`src/rtl/universal_shift_register_if.sv`:
```
// Control/data bundle for universal_shift_register. The master drives the controls
// and parallel data, and the slave returns register contents and burst status.
interface universal_shift_register_if #(
    parameter int N     = 8,
    parameter int CNT_W = $clog2(N + 1)
);
    logic             load;
    logic             en;
    logic             start;
    logic [2:0]       mode;
    logic [CNT_W-1:0] amount;
    logic             serial_in;
    logic [N-1:0]     data_in;
    logic [N-1:0]     data_out;
    logic             serial_out;
    logic             busy;
    logic             done;

    modport master (
        output load, en, start, mode, amount, serial_in, data_in,
        input  data_out, serial_out, busy, done
    );

    modport slave (
        input  load, en, start, mode, amount, serial_in, data_in,
        output data_out, serial_out, busy, done
    );
endinterface

```
`src/rtl/universal_shift_register.sv`:
```
// Universal shift register with single-step shifts and multi-cycle burst shifts.
// A burst latches its mode and performs one step per cycle, then pulses done.
module universal_shift_register #(
    parameter int N     = 8,
    parameter int CNT_W = $clog2(N + 1)
) (
    input  logic                        clock,
    input  logic                        reset,
    universal_shift_register_if.slave   bus
);

    typedef enum logic [1:0] {
        ST_IDLE  = 2'd0,
        ST_SHIFT = 2'd1,
        ST_DONE  = 2'd2
    } state_e;

    typedef enum logic [2:0] {
        M_SRL  = 3'd0,
        M_SLL  = 3'd1,
        M_SRA  = 3'd2,
        M_ROR  = 3'd3,
        M_ROL  = 3'd4,
        M_SIR  = 3'd5,
        M_SIL  = 3'd6,
        M_HOLD = 3'd7
    } shift_mode_e;

    state_e           state_q, state_d;
    logic [N-1:0]     data_q, data_d;
    logic             sout_q, sout_d;
    logic [CNT_W-1:0] remaining_q, remaining_d;
    shift_mode_e      mode_lat_q, mode_lat_d;

    shift_mode_e      step_mode;
    logic             fill_r;
    logic             fill_l;
    logic [N-1:0]     shr;
    logic [N-1:0]     shl;
    logic [N-1:0]     step_data;
    logic             step_sout;

    // During a burst the latched mode drives the step. Otherwise the live mode
    // is used, which also covers the first step taken on the accepting edge.
    always_comb begin
        if (state_q == ST_SHIFT) begin
            step_mode = mode_lat_q;
        end else begin
            step_mode = shift_mode_e'(bus.mode);
        end
    end

    always_comb begin
        fill_r = 1'b0;
        fill_l = 1'b0;
        case (step_mode)
            M_SRA:   fill_r = data_q[N-1];
            M_ROR:   fill_r = data_q[0];
            M_SIR:   fill_r = bus.serial_in;
            default: fill_r = 1'b0;
        endcase
        case (step_mode)
            M_ROL:   fill_l = data_q[N-1];
            M_SIL:   fill_l = bus.serial_in;
            default: fill_l = 1'b0;
        endcase
    end

    genvar gi;
    generate
        for (gi = 0; gi < N; gi++) begin : g_bit
            if (gi == N - 1) begin : g_msb
                assign shr[gi] = fill_r;
            end else begin : g_mid_r
                assign shr[gi] = data_q[gi+1];
            end
            if (gi == 0) begin : g_lsb
                assign shl[gi] = fill_l;
            end else begin : g_mid_l
                assign shl[gi] = data_q[gi-1];
            end
        end
    endgenerate

    always_comb begin
        step_data = data_q;
        step_sout = sout_q;
        case (step_mode)
            M_SRL, M_SRA, M_ROR, M_SIR: begin
                step_data = shr;
                step_sout = data_q[0];
            end
            M_SLL, M_ROL, M_SIL: begin
                step_data = shl;
                step_sout = data_q[N-1];
            end
            default: begin
                step_data = data_q;
                step_sout = sout_q;
            end
        endcase
    end

    always_comb begin
        state_d     = state_q;
        data_d      = data_q;
        sout_d      = sout_q;
        remaining_d = remaining_q;
        mode_lat_d  = mode_lat_q;
        case (state_q)
            ST_SHIFT: begin
                if (bus.load) begin
                    // A load aborts the burst, and no done pulse follows.
                    data_d      = bus.data_in;
                    remaining_d = '0;
                    state_d     = ST_IDLE;
                end else begin
                    data_d      = step_data;
                    sout_d      = step_sout;
                    remaining_d = remaining_q - CNT_W'(1);
                    if (remaining_q == CNT_W'(1)) begin
                        state_d = ST_DONE;
                    end
                end
            end
            default: begin
                state_d = ST_IDLE;
                if (bus.load) begin
                    data_d = bus.data_in;
                end else if (bus.start) begin
                    if (bus.amount == '0) begin
                        state_d = ST_DONE;
                    end else begin
                        mode_lat_d = shift_mode_e'(bus.mode);
                        data_d     = step_data;
                        sout_d     = step_sout;
                        if (bus.amount == CNT_W'(1)) begin
                            remaining_d = '0;
                            state_d     = ST_DONE;
                        end else begin
                            remaining_d = bus.amount - CNT_W'(1);
                            state_d     = ST_SHIFT;
                        end
                    end
                end else if (bus.en) begin
                    data_d = step_data;
                    sout_d = step_sout;
                end
            end
        endcase
    end

    always_ff @(posedge clock) begin
        if (reset) begin
            state_q     <= ST_IDLE;
            data_q      <= '0;
            sout_q      <= 1'b0;
            remaining_q <= '0;
            mode_lat_q  <= M_SRL;
        end else begin
            state_q     <= state_d;
            data_q      <= data_d;
            sout_q      <= sout_d;
            remaining_q <= remaining_d;
            mode_lat_q  <= mode_lat_d;
        end
    end

    assign bus.data_out   = data_q;
    assign bus.serial_out = sout_q;
    assign bus.busy       = (state_q == ST_SHIFT);
    assign bus.done       = (state_q == ST_DONE);

endmodule

```
`src/flat_wrapper.sv`:
```
// flat-port wrapper written by rule: the top's interface ports become plain ports
module universal_shift_register_flat 
#(
    parameter int N     = 8,
    parameter int CNT_W = $clog2(N + 1)
)
  (clock, reset, bus_load, bus_en, bus_start, bus_mode, bus_amount, bus_serial_in, bus_data_in, bus_data_out, bus_serial_out, bus_busy, bus_done);
  universal_shift_register_if #(.N(N), .CNT_W(CNT_W)) bus_i ();
  input  logic clock;
  input  logic reset;
  input wire logic [$bits(bus_i.load)-1:0] bus_load;
  input wire logic [$bits(bus_i.en)-1:0] bus_en;
  input wire logic [$bits(bus_i.start)-1:0] bus_start;
  input wire logic [$bits(bus_i.mode)-1:0] bus_mode;
  input wire logic [$bits(bus_i.amount)-1:0] bus_amount;
  input wire logic [$bits(bus_i.serial_in)-1:0] bus_serial_in;
  input wire logic [$bits(bus_i.data_in)-1:0] bus_data_in;
  output wire logic [$bits(bus_i.data_out)-1:0] bus_data_out;
  output wire logic [$bits(bus_i.serial_out)-1:0] bus_serial_out;
  output wire logic [$bits(bus_i.busy)-1:0] bus_busy;
  output wire logic [$bits(bus_i.done)-1:0] bus_done;
  assign bus_i.load = bus_load;
  assign bus_i.en = bus_en;
  assign bus_i.start = bus_start;
  assign bus_i.mode = bus_mode;
  assign bus_i.amount = bus_amount;
  assign bus_i.serial_in = bus_serial_in;
  assign bus_i.data_in = bus_data_in;
  assign bus_data_out = bus_i.data_out;
  assign bus_serial_out = bus_i.serial_out;
  assign bus_busy = bus_i.busy;
  assign bus_done = bus_i.done;
  universal_shift_register #(.N(N), .CNT_W(CNT_W)) u_core (.clock(clock), .reset(reset), .bus(bus_i));
endmodule
```
`config.mk`:
```
export PLATFORM = sky130hd
export DESIGN_NAME = universal_shift_register_flat
export DESIGN_NICKNAME = d
export VERILOG_FILES = /design/src/rtl/universal_shift_register_if.sv /design/src/rtl/universal_shift_register.sv /design/src/flat_wrapper.sv
export SDC_FILE = /design/constraint.sdc
export NUM_CORES = 1
export LEC_CHECK = 0
export BUFFER_PORTS_ARGS = -buffer_cell sky130_fd_sc_hd__buf_2
export CORE_MARGIN = 5
export CORE_UTILIZATION = 53
export CTS_BUF_LIST = sky130_fd_sc_hd__clkbuf_16
export CTS_CLUSTER_DIAMETER = 100
export DETAILED_ROUTE_END_ITERATION = 7
export PLACE_DENSITY = 0.79
export REMOVE_ABC_BUFFERS = 1
export SYNTH_ARGS = -nofsm -noshare
export SYNTH_HDL_FRONTEND = slang
export SYNTH_SLANG_ARGS = --single-unit
```
`constraint.sdc`:
```
create_clock -name clock -period 2.25 [get_ports clock]
set_input_delay 0.3375 -clock clock [delete_from_list [all_inputs] [get_ports clock]]
set_output_delay 0.3375 -clock clock [all_outputs]
set_load 0.02 [all_outputs]
```
# Word level (Yosys, flattened, before mapping)
# Cells that the tools add are included.
# word_totals
reg_bits	18
input_bits	21
wordCells	66
# op_classes
add_sub_neg	2
eq_ne	15
n_mux	30
bitwise_logic	3
n_reduce_logical	11
# op_table
op	count
2-to-1 mux 8 bit	6
2-to-1 mux 4 bit	6
one-hot mux 8 bit (2 select lines)	1
2-to-1 mux 2 bit	7
== test 3 bit, second input constant	3
== test 4 x 1 -> 1 bit, second input constant	2
subtractor 4 x 1 -> 4 bit, second input constant	2
== test 3 x 2 -> 1 bit, second input constant	2
2-to-1 mux 1 bit	6
AND reduction 3 bit	2
logical NOT 4 bit	1
!= test 4 bit, second input constant	1
one-hot mux 1 bit (2 select lines)	2
AND reduction 4 bit	1
nonzero test 4 bit	1
OR reduction 4 bit	1
== test 3 x 1 -> 1 bit, second input constant	1
logical NOT 3 bit	1
2-to-1 mux 3 bit	1
!= test 3 x 2 -> 1 bit, second input constant	1
!= test 3 bit, second input constant	1
NOT 1 bit	3
one-hot mux 1 bit (3 select lines)	1
nonzero test 3 bit	1
other kinds (7)	7

# Logic depth before layout (Yosys ltp)
# depth
ltp_word	9
mapped_depth	8
depth_no_buf	7

# Least setup slack after synthesis
# No wires, ideal clock.
# synth_path
path_type	reg2reg
startpoint	register u_core.state_q[1]
endpoint	register u_core.data_q[0] (netlist: u_core.bus.data_out[0])
arrival_ns	1.580
required_ns	2.124
setup_slack_ns	0.543
path_stages_with_launch	7
n_path_buf	1
period_less_slack_ns	1.707
path_cell_list	dfxtp_1 > nand2b_1 > buf_6 > mux2i_1 > mux2_2 > a221oi_1 > o31ai_1
# synth_between
elab_chain_cells	9
elab_cells_between_ends	22
classes_between	eq/ne: 8; mux: 9; reduce/logical: 5
# synth_lines
item	line_no	rtl
from (decl)	universal_shift_register.sv:29	state_e state_q, state_d;
from (signal assigned)	universal_shift_register.sv:161	state_q <= state_d;
== test 2 x 1 -> 1 bit *	universal_shift_register.sv:46, universal_shift_register.sv:110	
2-to-1 mux 3 bit	universal_shift_register.sv:46	if (state_q == ST_SHIFT) begin
== test 3 bit, or another cell as far along	universal_shift_register.sv:62, universal_shift_register.sv:88	
one-hot mux 1 bit (2 select lines), or another cell as far along	universal_shift_register.sv:62	case (step_mode)
one-hot mux 8 bit (2 select lines)	universal_shift_register.sv:88	case (step_mode)
2-to-1 mux 8 bit, on equally long branches	universal_shift_register.sv:145, universal_shift_register.sv:131	
2-to-1 mux 8 bit	universal_shift_register.sv:130	end else if (bus.start) begin
2-to-1 mux 8 bit	universal_shift_register.sv:128	if (bus.load) begin
2-to-1 mux 8 bit	universal_shift_register.sv:110	case (state_q)
to (signal assigned)	universal_shift_register.sv:162	data_q <= data_d;
to (decl)	universal_shift_register.sv:30	logic [N-1:0] data_q, data_d;
# Mark *: on every way between the ends. The rest lies on a longest branch, timed or not. The select of a mux whose other input is x is not followed.
# A chain may end at the register's enable or synchronous reset.

# Worst setup path in the final report
# layout_path
startpoint	register u_core.state_q[1]
endpoint	register u_core.sout_q (netlist: u_core.bus.serial_out)
# layout_between
elab_chain_cells	9
elab_cells_between_ends	21
classes_between	eq/ne: 8; mux: 8; reduce/logical: 5
# layout_lines
item	line_no	rtl
== test 2 x 1 -> 1 bit *	universal_shift_register.sv:46, universal_shift_register.sv:110	
2-to-1 mux 3 bit	universal_shift_register.sv:46	
== test 3 x 2 -> 1 bit, or another cell as far along	universal_shift_register.sv:88	
OR reduction 4 bit / OR reduction 3 bit (equally long branches)	universal_shift_register.sv:88	
one-hot mux 1 bit (2 select lines)	universal_shift_register.sv:88	
2-to-1 mux 1 bit, on equally long branches	universal_shift_register.sv:145, universal_shift_register.sv:131	
2-to-1 mux 1 bit	universal_shift_register.sv:130	
2-to-1 mux 1 bit	universal_shift_register.sv:128	
2-to-1 mux 1 bit	universal_shift_register.sv:110	
to (signal assigned)	universal_shift_register.sv:163	sout_q <= sout_d;
to (decl)	universal_shift_register.sv:31	logic sout_q, sout_d;
# Marked as above.

==> qor.txt <==
Critical path launch point - u_core.state_q[1]$_SDFFE_PP0P_
CP endpoint - u_core.bus.serial_out$_SDFFE_PP0P_
RSZ-0062 raised after global routing - false
Post-synth cell types - 44
Min Tclk post-route - 1.96 ns
Placed instance count - 225
Slew @ Worst Pin - 0.484 ns
Clock Power Share - 36.5%
N_diodes - 0
Synth-to-Final Area Change - 17.9%
Period utilisation layout - 87.3%
CTS H-tree depth - 1
EDFF count, synth - 0
Die Y - 60.4 um
Fin. Hold Viols - 0
Share of total power in combinational logic - 26.4%
Post-DP HPWL - 2550 um
Mapped Cells - 170
Pre-Repair DR Iteration Count - 4
CP Class - reg2reg
GRT Util Overall - 20.2%
FILL cells - 229
Clock buffer depth - 2
Die X-Extent - 60.4 um
Final core utilization - 64.6%
First-pass GRT wire length - 5680 um
Highest clock rate - 509 MHz
Mux cell area share after synthesis - 6.79%
Endpoint class of the critical path - register
Post-CTS setup buffers - 0
Num ports - 32
Leak pwr - 0.662 nW
Synth area leader - dfxtp_1
Post-route DRC - 0
Worst r2r path cells - 6
Dpl ws - 0.251 ns
Synth Area in XOR/XNOR - 2.60%
RePlAce Congestion - 0.884
Final setup margin - 0.286 ns
Post-synth top flop - dfxtp_1
Final nets - 226
Internal Power - 689 uW
Sequential power share - 37.1%
Initial Util - 54.8%
Outcome - finished, final reports clean
Setup violators final - 0
Cell Count, Final, Fillers Out - 229
Initial antenna violation count - 0
Critical R2R Launch - u_core.state_q[1]$_SDFFE_PP0P_
YS warnings - 0
Full die area - 3650 um^2
Post-Syn Area - 1350 um^2
Max FO, Critical Path - 16
Hold/Removal Path Class - in2reg
Sw frac - 30.6%
Root Driver - clkbuf_16
Largest family of logic cells by synthesized area - compound AO/OA/AOI/OAI gates
Max cap viols - 0
Grt ovf - 0
Post-Synth Adder-Cell Area - 4.65%
Compound-Gate Fraction of Synth Area - 26.8%
Crit path launch type - register
Simple-gate area share of the yosys netlist - 25.8%
Vias in the first global route - 1317
Hold buffer count at cts - 0
Placeable Area - 2450 um^2
Largest net degree at the start of global routing - 21
Clk slew on worst S/H paths - 0.06 ns
CTS tree - built
Overall Power - 993 uW
Post-synth top cells - dfxtp_1 (18), nor2_1 (17), nand2_1 (10), nor3_1 (10)
Clock tree sinks - 18
FF-to-FF setup slack - 0.29 ns
Final Max Tran Viols - 0
Vias - 1361
Synth area leaders - dfxtp_1 (27%), mux2i_1 (6.0%), nor2_1 (4.7%), ha_1 (4.7%), nor3_1 (3.7%)
DR vias/cell - 5.94
Num CTS Buffers - 3
Worst r2r dst - u_core.bus.serial_out$_SDFFE_PP0P_
Top cell type's share of synthesized area - 26.8%
Synth async-reset ratio - 0%
Slew headroom - 67.5%
Crit path arrival time - 2.08 ns
Req. time, crit path - 2.37 ns
Total Negative Setup Slacks - 0 ns
Post-cts resize count - 0
Most instantiated library cell after synthesis - dfxtp_1
Routed WL per cell - 15.1 um
VDD IR max - 0.385 mV
Power per cell area - 626 nW/um^2
Register area share after synthesis - 26.8%
Fraction of layout cells with a size suffix above 1 - 22.1%
Latest clock arrival within the worst-skew pair - 0.25 ns
Number of core rows - 18
Sw power - 303 uW
Syn Area/Cell - 7.91 um^2
DRT iter0 DRCs - 75
Antenna viol nets, final - 0
Clock Skew - 0.00408 ns
PortBufs - 31
Register bit count reported by yosys - 18
WL final - 3470 um
==> how the worst min path moves through the flow <==
stage               cells past startpoint  slack, ns                                  end                                from
CTS                                     3       0.34  u_core.bus.data_out[2]$_SDFFE_PP0P_                      bus_data_in[2]
floorplan                               1       0.41   u_core.bus.serial_out$_SDFFE_PP0P_                               reset
detailed placement                      2       0.48   u_core.remaining_q[3]$_SDFFE_PP0P_  u_core.remaining_q[3]$_SDFFE_PP0P_
global route                            3       0.35  u_core.bus.data_out[6]$_SDFFE_PP0P_                      bus_data_in[6]
finish                                  3       0.34  u_core.bus.data_out[6]$_SDFFE_PP0P_                      bus_data_in[6]
global placement                        2       0.48   u_core.remaining_q[3]$_SDFFE_PP0P_  u_core.remaining_q[3]$_SDFFE_PP0P_
==> state kept, by name (all words and copies together), names as in the netlist <==
name	cells
u_core.bus.data_out	8
u_core.remaining_q	4
u_core.mode_lat_q	3
u_core.state_q	2
u_core.bus.serial_out	1
==> cells by family (layout without fill, tap and decap cells) <==
group | after synthesis | in the layout
AO/OA/AOI/OAI | 53 | 53
buffers and inverters | 18 | 47
multiplexers | 9 | 9
XOR/XNOR | 4 | 4
AND/OR/NAND/NOR | 63 | 63
flip-flops | 18 | 18
adder cells (fa/ha/maj) | 5 | 5
==> final cells by class <==
cell class | count | area [um^2] | area share (%)
multi-input combinational | 134 | 896 | 56.5
sequential | 18 | 360 | 22.7
timing repair buffer | 33 | 170 | 10.7
clock buffer | 3 | 75.1 | 4.74
inverter | 10 | 42.5 | 2.68
tap | 30 | 37.5 | 2.37
clock inverter | 1 | 3.75 | 0.237
==> layer usage <==
| metal | global-route usage, % | part of all wire (%) | vias up |
|---|---|---|---|
| met5 | 0 | 0 | - |
| met3 | 4.26 | 8.0 | 9 |
| met1 | 26.0 | 43 | 616 |
| li1 | - | - | 679 |
| met4 | 8.23 | 2.0 | 0 |
| met2 | 32.7 | 47 | 57 |
==> power groups by stage <==
stage	registers, mW	logic, mW	clock network, mW
2_1_floorplan	0.388	0.158	0
3_3_place_gp	0.375	0.252	0
3_5_place_dp	0.375	0.258	0
4_1_cts	0.368	0.261	0.363
5_1_grt	0.373	0.287	0.389
6_report	0.369	0.262	0.362
==> worst max-delay path, cell delays in order, from the launching register on <==
cell and delay [ns]:
dfxtp_1 0.33, nand2b_1 0.25, buf_4 0.25, or3_1 0.55, nand2_8 0.13, mux2i_1 0.21, a311oi_2 0.11
==> placed cells by master, fill, tap and decap left out, drive strengths merged, types with 2 or more instances in the layout <==
cell / synthesis / layout
o21bai: 2 / 2
dfxtp: 18 / 18
o31ai: 3 / 3
nand2: 11 / 11
nand2b: 5 / 5
a21oi: 9 / 9
xnor2: 4 / 4
nor2: 17 / 17
inv: 10 / 10
nor3b: 3 / 3
o21a: 3 / 3
nor3: 10 / 10
a31oi: 4 / 4
or3: 4 / 4
o2bb2ai: 2 / 2
mux2i: 8 / 8
clkbuf: 5 / 3
nand3: 4 / 4
a211oi: 6 / 6
buf: 3 / 33
nor2b: 4 / 4
o21ai: 8 / 8
o22ai: 4 / 4
ha: 5 / 5
o211ai: 4 / 4
==> stage by stage <==
step,area (um^2),hold slack (ns)
2_1_floorplan,1300,0.405
3_3_place_gp,1510,0.478
3_5_place_dp,1510,0.485
4_1_cts,1590,0.342
5_1_grt,1590,0.348
6_report,1590,0.340
Power figures use the tool's default switching activity.
